$ cat config.mk
export PLATFORM = sky130hd
export DESIGN_NAME = fft8_input_buffer
export DESIGN_NICKNAME = d
export VERILOG_FILES = /design/src/rtl/fft8_input_buffer.sv
export SDC_FILE = /design/constraint.sdc
export NUM_CORES = 1
export LEC_CHECK = 0
export BUFFER_PORTS_ARGS = -buffer_cell sky130_fd_sc_hd__buf_2
export CAP_MARGIN = 20
export CELL_PAD_IN_SITES_DETAIL_PLACEMENT = 1
export CELL_PAD_IN_SITES_GLOBAL_PLACEMENT = 1
export CORE_MARGIN = 2
export CORE_UTILIZATION = 35
export CTS_CLUSTER_DIAMETER = 80
export DETAILED_ROUTE_END_ITERATION = 8
export GPL_TIMING_DRIVEN = 0
export MAX_ROUTING_LAYER = met4
export PLACE_DENSITY = 0.65
export SYNTH_ARGS = -nofsm -noshare
export SYNTH_HDL_FRONTEND = slang
export SYNTH_SLANG_ARGS = --single-unit
$ cat constraint.sdc
create_clock -name clk_i -period 1.93 [get_ports clk_i]
set_clock_uncertainty 0.15 [all_clocks]
set_input_delay 0.2895 -clock clk_i [delete_from_list [all_inputs] [get_ports clk_i]]
set_output_delay 0.2895 -clock clk_i [all_outputs]
set_load 0.01 [all_outputs]
$ cat src/rtl/fft8_input_buffer.sv
// fft8_input_buffer
//   Ping-pong input buffer for the 8-point butterfly stage. Serial complex samples
//   arrive over a valid/ready stream. Each group of eight is gathered into a write
//   bank. A completed bank is swapped into the read role, where it is held as a
//   stable parallel frame until the downstream side consumes it.
//
// Optional build macro:
//   FFT_IN_BITREV_EN - the k-th sample of a frame lands in slot bitrev3(k)
//                      instead of slot k.
//
// Ports:
//   clk_i          clock; all state updates on the rising edge
//   rst_i          asynchronous reset, active low
//   s_data_i       input sample {re, im}, each component DW bits
//   s_valid_i      input sample valid
//   s_last_i       marks the 8th sample of a frame
//   s_ready_o      buffer can accept a sample (depends on registers only)
//   frame_o        parallel frame; element k is slot k
//   frame_valid_o  frame_o holds a complete frame
//   frame_ready_i  downstream consumes the frame
//   err_o          sticky framing error; cleared only by reset

module fft8_input_buffer #(
  parameter int unsigned DW = 25
) (
  input  logic                     clk_i,
  input  logic                     rst_i,
  input  logic [2*DW-1:0]          s_data_i,
  input  logic                     s_valid_i,
  input  logic                     s_last_i,
  output logic                     s_ready_o,
  output logic [7:0][2*DW-1:0]     frame_o,
  output logic                     frame_valid_o,
  input  logic                     frame_ready_i,
  output logic                     err_o
);

  // State bits are {r_valid, w_full}.
  localparam logic [1:0] ST_EMPTY = 2'b00;
  localparam logic [1:0] ST_ONE   = 2'b10;
  localparam logic [1:0] ST_TWO   = 2'b11;

  logic [1:0]              r_state;
  logic [1:0]              w_state_nxt;
  logic [2:0]              r_wr_idx;
  logic [2:0]              w_wr_idx_nxt;
  logic [2:0]              w_slot;
  logic                    r_sel;     // 0: bank0 is W, bank1 is R
  logic                    r_err;
  logic [7:0][2*DW-1:0]    r_bank0;
  logic [7:0][2*DW-1:0]    r_bank1;

  logic w_accept;
  logic w_last_slot;
  logic w_complete;
  logic w_abort;
  logic w_consume;
  logic w_swap;

  assign s_ready_o     = ~r_state[0];
  assign frame_valid_o = r_state[1];
  assign err_o         = r_err;
  assign frame_o       = r_sel ? r_bank0 : r_bank1;

  assign w_accept    = s_valid_i & ~r_state[0];
  assign w_last_slot = (r_wr_idx == 3'd7);
  // The 8th sample always completes a frame; a missing s_last_i only flags an error.
  assign w_complete  = w_accept & w_last_slot;
  assign w_abort     = w_accept & s_last_i & ~w_last_slot;
  assign w_consume   = r_state[1] & frame_ready_i;

`ifdef FFT_IN_BITREV_EN
  assign w_slot = {r_wr_idx[0], r_wr_idx[1], r_wr_idx[2]};
`else
  assign w_slot = r_wr_idx;
`endif

  always_comb begin
    w_state_nxt = r_state;
    w_swap      = 1'b0;
    case (r_state)
      ST_EMPTY: begin
        if (w_complete) begin
          w_swap      = 1'b1;
          w_state_nxt = ST_ONE;
        end
      end
      ST_ONE: begin
        if (w_complete && w_consume) begin
          w_swap = 1'b1;
        end else if (w_complete) begin
          w_state_nxt = ST_TWO;
        end else if (w_consume) begin
          w_state_nxt = ST_EMPTY;
        end
      end
      ST_TWO: begin
        if (w_consume) begin
          w_swap      = 1'b1;
          w_state_nxt = ST_ONE;
        end
      end
      default: w_state_nxt = ST_EMPTY;
    endcase
  end

  always_comb begin
    w_wr_idx_nxt = r_wr_idx;
    if (w_abort) begin
      w_wr_idx_nxt = 3'd0;
    end else if (w_accept) begin
      w_wr_idx_nxt = r_wr_idx + 3'd1;
    end
  end

  always_ff @(posedge clk_i or negedge rst_i) begin
    if (!rst_i) begin
      r_state  <= ST_EMPTY;
      r_wr_idx <= 3'd0;
      r_sel    <= 1'b0;
      r_err    <= 1'b0;
    end else begin
      r_state  <= w_state_nxt;
      r_wr_idx <= w_wr_idx_nxt;
      if (w_swap) begin
        r_sel <= ~r_sel;
      end
      if (w_accept && (s_last_i != w_last_slot)) begin
        r_err <= 1'b1;
      end
    end
  end

  // Banks are cleared on reset so no stale frame is ever visible afterwards.
  always_ff @(posedge clk_i or negedge rst_i) begin
    if (!rst_i) begin
      r_bank0 <= '0;
      r_bank1 <= '0;
    end else if (w_accept) begin
      if (!r_sel) begin
        r_bank0[w_slot] <= s_data_i;
      end else begin
        r_bank1[w_slot] <= s_data_i;
      end
    end
  end

endmodule

# Word-level counts from Yosys, hierarchy flattened

Cells that the tools add are included.

Muxes and demuxes: 17
Divide/modulo/power cells: 0
$lt $le $gt $ge: 2
$add $sub $neg: 1
Shift-type cells: 0
$mul: 0
Equality and inequality tests: 8
Reduce and logical (&&, ||, !) cells: 8
Bitwise operators: 8

Operators with widths:

| operator                                                                             | count |
|---|---|
| 400-bit bitwise mux                                                                  | 2 |
| 400-bit two-way mux                                                                  | 1 |
| 50-bit demux with 3-bit select                                                       | 1 |
| 50-bit two-way mux                                                                   | 1 |
| 2-bit two-way mux                                                                    | 5 |
| 3-bit two-way mux                                                                    | 2 |
| 2-bit inequality test (second input constant)                                        | 3 |
| 2-bit one-hot mux with 3 select lines                                                | 1 |
| 1-bit AND                                                                            | 5 |
| 2-bit == test (second input constant)                                                | 2 |
| 3-bit by 4-bit less-than comparator with 1-bit output (second input constant)        | 1 |
| 2-bit AND reduction                                                                  | 2 |
| 4-bit AND reduction                                                                  | 1 |
| 3-bit by 1-bit adder with 3-bit output (second input constant)                       | 1 |
| 3-bit == test (second input constant)                                                | 1 |
| 3-bit by 1-bit greater-or-equal comparator with 1-bit output (second input constant) | 1 |
| 1-bit logical AND                                                                    | 3 |
| 1-bit two-way mux                                                                    | 3 |
| 3-bit inequality test (second input constant)                                        | 1 |
| 1-bit inverter                                                                       | 3 |
| 1-bit one-hot mux with 3 select lines                                                | 1 |
| 2-bit logical NOT                                                                    | 1 |
| 2-bit nonzero test                                                                   | 1 |
| 1-bit inequality test                                                                | 1 |

Register bits after elaboration: 807
ROM bits: 0
RAM bits: 0
Bits in latches: 0
Memories kept: 0

# Longest topological paths before layout

Word-level depth: 6
Depth in mapped cells: 7
Gate-level depth less buffers: 6

# Least setup slack after synthesis

OpenSTA, ideal clock, no wires.

Path type: register -> register
Start point: reg r_state[0]
End point: reg r_bank1[300] (netlist name)
Period minus slack after synthesis: 2.060 ns
Setup time: 0.128 ns
Buffers on the path: 3
Required time: 1.652 ns
Data arrival time: 1.782 ns
Setup slack: -0.130 ns
Cell stages (with the launch flop): 8
Cell sequence: dfrtp_1 -> nand2b_1 -> buf_2 -> nor3b_2 -> and3_1 -> clkbuf_1 -> buf_4 -> mux2_1

Longest elaborated chain between the ends: 3

RTL lines:

| what                                 | RTL line | text |
|---|---|---|
| start: declaration                   | 43       | `logic [1:0] r_state;` |
| start signal: assignment             | 123      | `r_state <= w_state_nxt;` |
| 1-bit inverter                       | 65       | `assign w_accept = s_valid_i & ~r_state[0];` |
| 1-bit AND                            | 65       |  |
| 2-bit AND reduction (no source line) | n/a      |  |
| end signal: indexed assignment       | 143      | `r_bank1[w_slot] <= s_data_i;` |
| end: declaration                     | 51       | `logic [7:0][2*DW-1:0] r_bank1;` |

No other way between the ends.
A chain may end at the register's enable or synchronous reset.

==> impl_metrics.env <==
export IMPL_antenna_found_initial=8
export IMPL_fin_util=0.479
export IMPL_crit_top_cell="clkbuf_16"
export IMPL_initial_utilization=0.354
export IMPL_finalSetupTns_ns=-547.26
export IMPL_synth_seq_cells=807
export IMPL_cts_max_path_buffers=3
export IMPL_timing_final_setup_violations=1326
export IMPL_combPwrFrac=0.293
export IMPL_core_area_mm2=0.0986
export IMPL_ctsHoldBuffers=53
export IMPL_cp_num_buf_inv=5
export IMPL_hpwl_um=77800
export IMPL_intPower_mw=41.3
export IMPL_worst_slew_pin_slew_ns=0.825
export IMPL_dieArea_mm2=0.102
export IMPL_required_ns=1.49
export IMPL_final_hold_viol_count=125
export IMPL_vias_per_cell=5.02
export IMPL_synth_cell_area_mm2=0.0349
export IMPL_syn_nets=2306
export IMPL_p_clk_frac=0.312
export IMPL_slew_limit_headroom=0.450
export IMPL_grt_max_degree=129
export IMPL_clock_sinks=807
export IMPL_fp_row_count=115
export IMPL_vias=21600
export IMPL_ioPinCount=458
export IMPL_status="complete, but fails checks"
export IMPL_wl_per_cell_um=27.0
export IMPL_placed_area_mm2=0.0394
export IMPL_gr_total_overflow=0
export IMPL_yosysWarningCount=0
export IMPL_finalWeightedCongestion=0.799
export IMPL_drtPass1Iterations=4
export IMPL_cts_tree="done"
export IMPL_period_needed_ns=2.65
export IMPL_cp_max_fo=7
export IMPL_instances_no_fill=4295
export IMPL_fillCellCount=9512
export IMPL_drc=0
export IMPL_p_per_area_mw_per_mm2=1230
export IMPL_setup_slack_ns=-0.723
export IMPL_wl_um=116000
export IMPL_p_seq_frac=0.395
export IMPL_area_growth_pct=35.2
export IMPL_cts_root_buf="clkbuf_16"
export IMPL_min_path_type="in2async"
export IMPL_cp_end_kind="primary output"
export IMPL_syn_inst=2245
export IMPL_drive_above_1_share=0.654
export IMPL_postRouteAntennaNets=0
export IMPL_grt_pass1_vias=24400
export IMPL_stdcell_area_mm2=0.0472
export IMPL_io_buffers=457
export IMPL_worstPathArrival_ns=2.21
export IMPL_violations="negative hold slack, negative setup slack"
export IMPL_cts_made_buffers=94
export IMPL_dp_cells=4002
export IMPL_yosysUniqueCellTypes=29
export IMPL_drt_iter0_drc=852
export IMPL_ctsHtreeMaxLevel=3
export IMPL_cap_viol_max_count=0
export IMPL_clk_latency_ns=0.65
export IMPL_fmax_mhz=377
export IMPL_fin_crit_sh=1.37
export IMPL_crit_slowest_cell="dfrtp_1"
export IMPL_synth_seq_area_share=0.578
export IMPL_nets=2989
export IMPL_drv_slew=0
export IMPL_die_x_um=320
export IMPL_grt_pass1_wl_um=168000
export IMPL_rsz0062_at_grt="true"
export IMPL_critPathLaunchType="register"
export IMPL_p_sw_mw=17.0
export IMPL_die_h_um=320
export IMPL_vdd_ir_drop_max_mv=0.715
export IMPL_cp_depth=6
export IMPL_slowest_delay_ns=0.40
export IMPL_swShare=0.291
export IMPL_ff2ff_path_depth=7
export IMPL_path_clk_slew_ns=0.06
export IMPL_grtUsageTotal=0.228
export IMPL_crit_chain="buf_8 -> clkbuf_16 -> buf_16 -> clkbuf_16 -> mux2_4 -> buf_6"
export IMPL_leakagePower_nw=23.2
export IMPL_avgSynthCellArea_um2=15.5
export IMPL_crit_family="buffers and inverters"
export IMPL_fin_hold_ws_ns=-0.722
export IMPL_worstSetupPathType="reg2out"
stage by stage:
| stage | power (mW) | setup WS [ns] |
|---|---|---|
| after floorplan | 30.6 | -0.101 |
| after global placement | 35.7 | -16.15 |
| after detailed placement | 36.5 | -1.27 |
| after CTS | 58.1 | -0.782 |
| after global routing | 60.9 | -0.784 |
| final | 58.2 | -0.723 |
flip-flops by register name, indices dropped and copies added, names as in the netlist:
signal    flops
r_sel         1
r_state       2
r_bank0     400
r_bank1     400
r_wr_idx      3
err_o         1
power groups by stage:
| stage | clock (mW) | combinational (mW) | sequential (mW) |
|---|---|---|---|
| global route | 19.3 | 18.1 | 23.5 |
| global placement | 0 | 12.9 | 22.8 |
| CTS | 18.6 | 16.6 | 22.9 |
| finish | 18.2 | 17.1 | 23.0 |
| detailed placement | 0 | 13.4 | 23.1 |
| floorplan | 0 | 8.24 | 22.4 |
worst reg2reg max path, cell delays in order (launching register included):
cell and delay, ns:
dfrtp_1 0.37, buf_8 0.14, buf_4 0.13, nand2_1 0.15, nor4_4 0.47, buf_6 0.23
buf_2 0.32, mux2_2 0.40
Yosys cell counts, drive strengths merged:
cell	n	area (µm²)
a21o	3	22.5
a21oi	4	20.0
a22o	2	17.5
a41oi	1	8.76
and2	1	6.26
and3	2	12.5
buf	92	479
clkbuf	88	330
dfrtp	807	20200
ha	6	75.1
inv	4	15.0
mux2	1201	13500
mux2i	1	10.0
nand2	12	45.0
nand2b	1	6.26
nand3	2	10.0
nand4	1	6.26
nand4b	1	8.76
nor2	3	11.3
nor2b	5	31.3
nor3	1	5.00
nor3b	2	25.0
nor4	1	12.5
o21ai	1	5.00
o41ai	1	8.76
xor2	2	17.5
what timing repair did:
item                       4_1_cts  5_1_grt
resized for setup              548      182
setup endpoints to repair     1330     1335
hold endpoints to repair       431      125
cloned                          20       15
setup buffers                   13       20
pin swaps                        1        2
path summary, 6_finish.rpt:
path | end | start | slack (ns)
hold / removal | r_bank1[181]$_DFFE_PN0P_ | rst_i | -0.72
hold reg to reg | err_o$_DFFE_PN0P_ | err_o$_DFFE_PN0P_ | 0.33
max in group asynchronous | r_bank1[311]$_DFFE_PN0P_ | rst_i | -0.18
setup reg to reg | r_bank1[217]$_DFFE_PN0P_ | r_sel$_DFFE_PN0P_ | -0.54
min in group clk_i | err_o$_DFFE_PN0P_ | err_o$_DFFE_PN0P_ | 0.33
setup / recovery | frame_o[284] | r_sel$_DFFE_PN0P_ | -0.72
layout by cell type, fill, tap and decap left out, drive strengths merged, types with 2 or more instances in the layout:
cell,count
inv,9
a22o,2
ha,6
bufinv,6
mux2,1201
diode,6
a21o,3
nor3b,2
clkbuf,244
nand3,2
nor2b,5
dfrtp,807
nor2,3
and3,2
buf,609
dlygate4sd3,53
clkinvlp,7
a21oi,4
xor2,2
clkinv,13
nand2,12
layer usage:
layer,track usage,share of wire,vias to the layer above
li1,-,-,9411
met1,0.289,0.44,11600
met2,0.375,0.49,429
met3,0.0453,0.048,158
met4,0.0579,0.026,0
met5,-,0,-
cells by family after synthesis:
family                     share of synthesized area
buffers and inverters                         0.0236
DFF                                            0.578
muxes                                          0.388
xor gates and xnor gates                    0.000502
adders and majority gates                    0.00215
AOI/OAI and AO/OA                            0.00237
and+or+nand+nor                              0.00516
area by class of cell:
type	count	area, µm²	share of cell area
Buffer	178	1790	0.0380
Tap cell	1287	1610	0.0341
Timing Repair Buffer	589	5490	0.116
Multi-Input combinational cell	1254	14900	0.316
Antenna cell	6	15.0	0.000318
Clock inverter	31	357	0.00756
Sequential cell	807	20200	0.428
Inverter	4	15.0	0.000318
Clock buffer	139	2810	0.0596
Note: power is estimated with default switching activity, not from simulation.
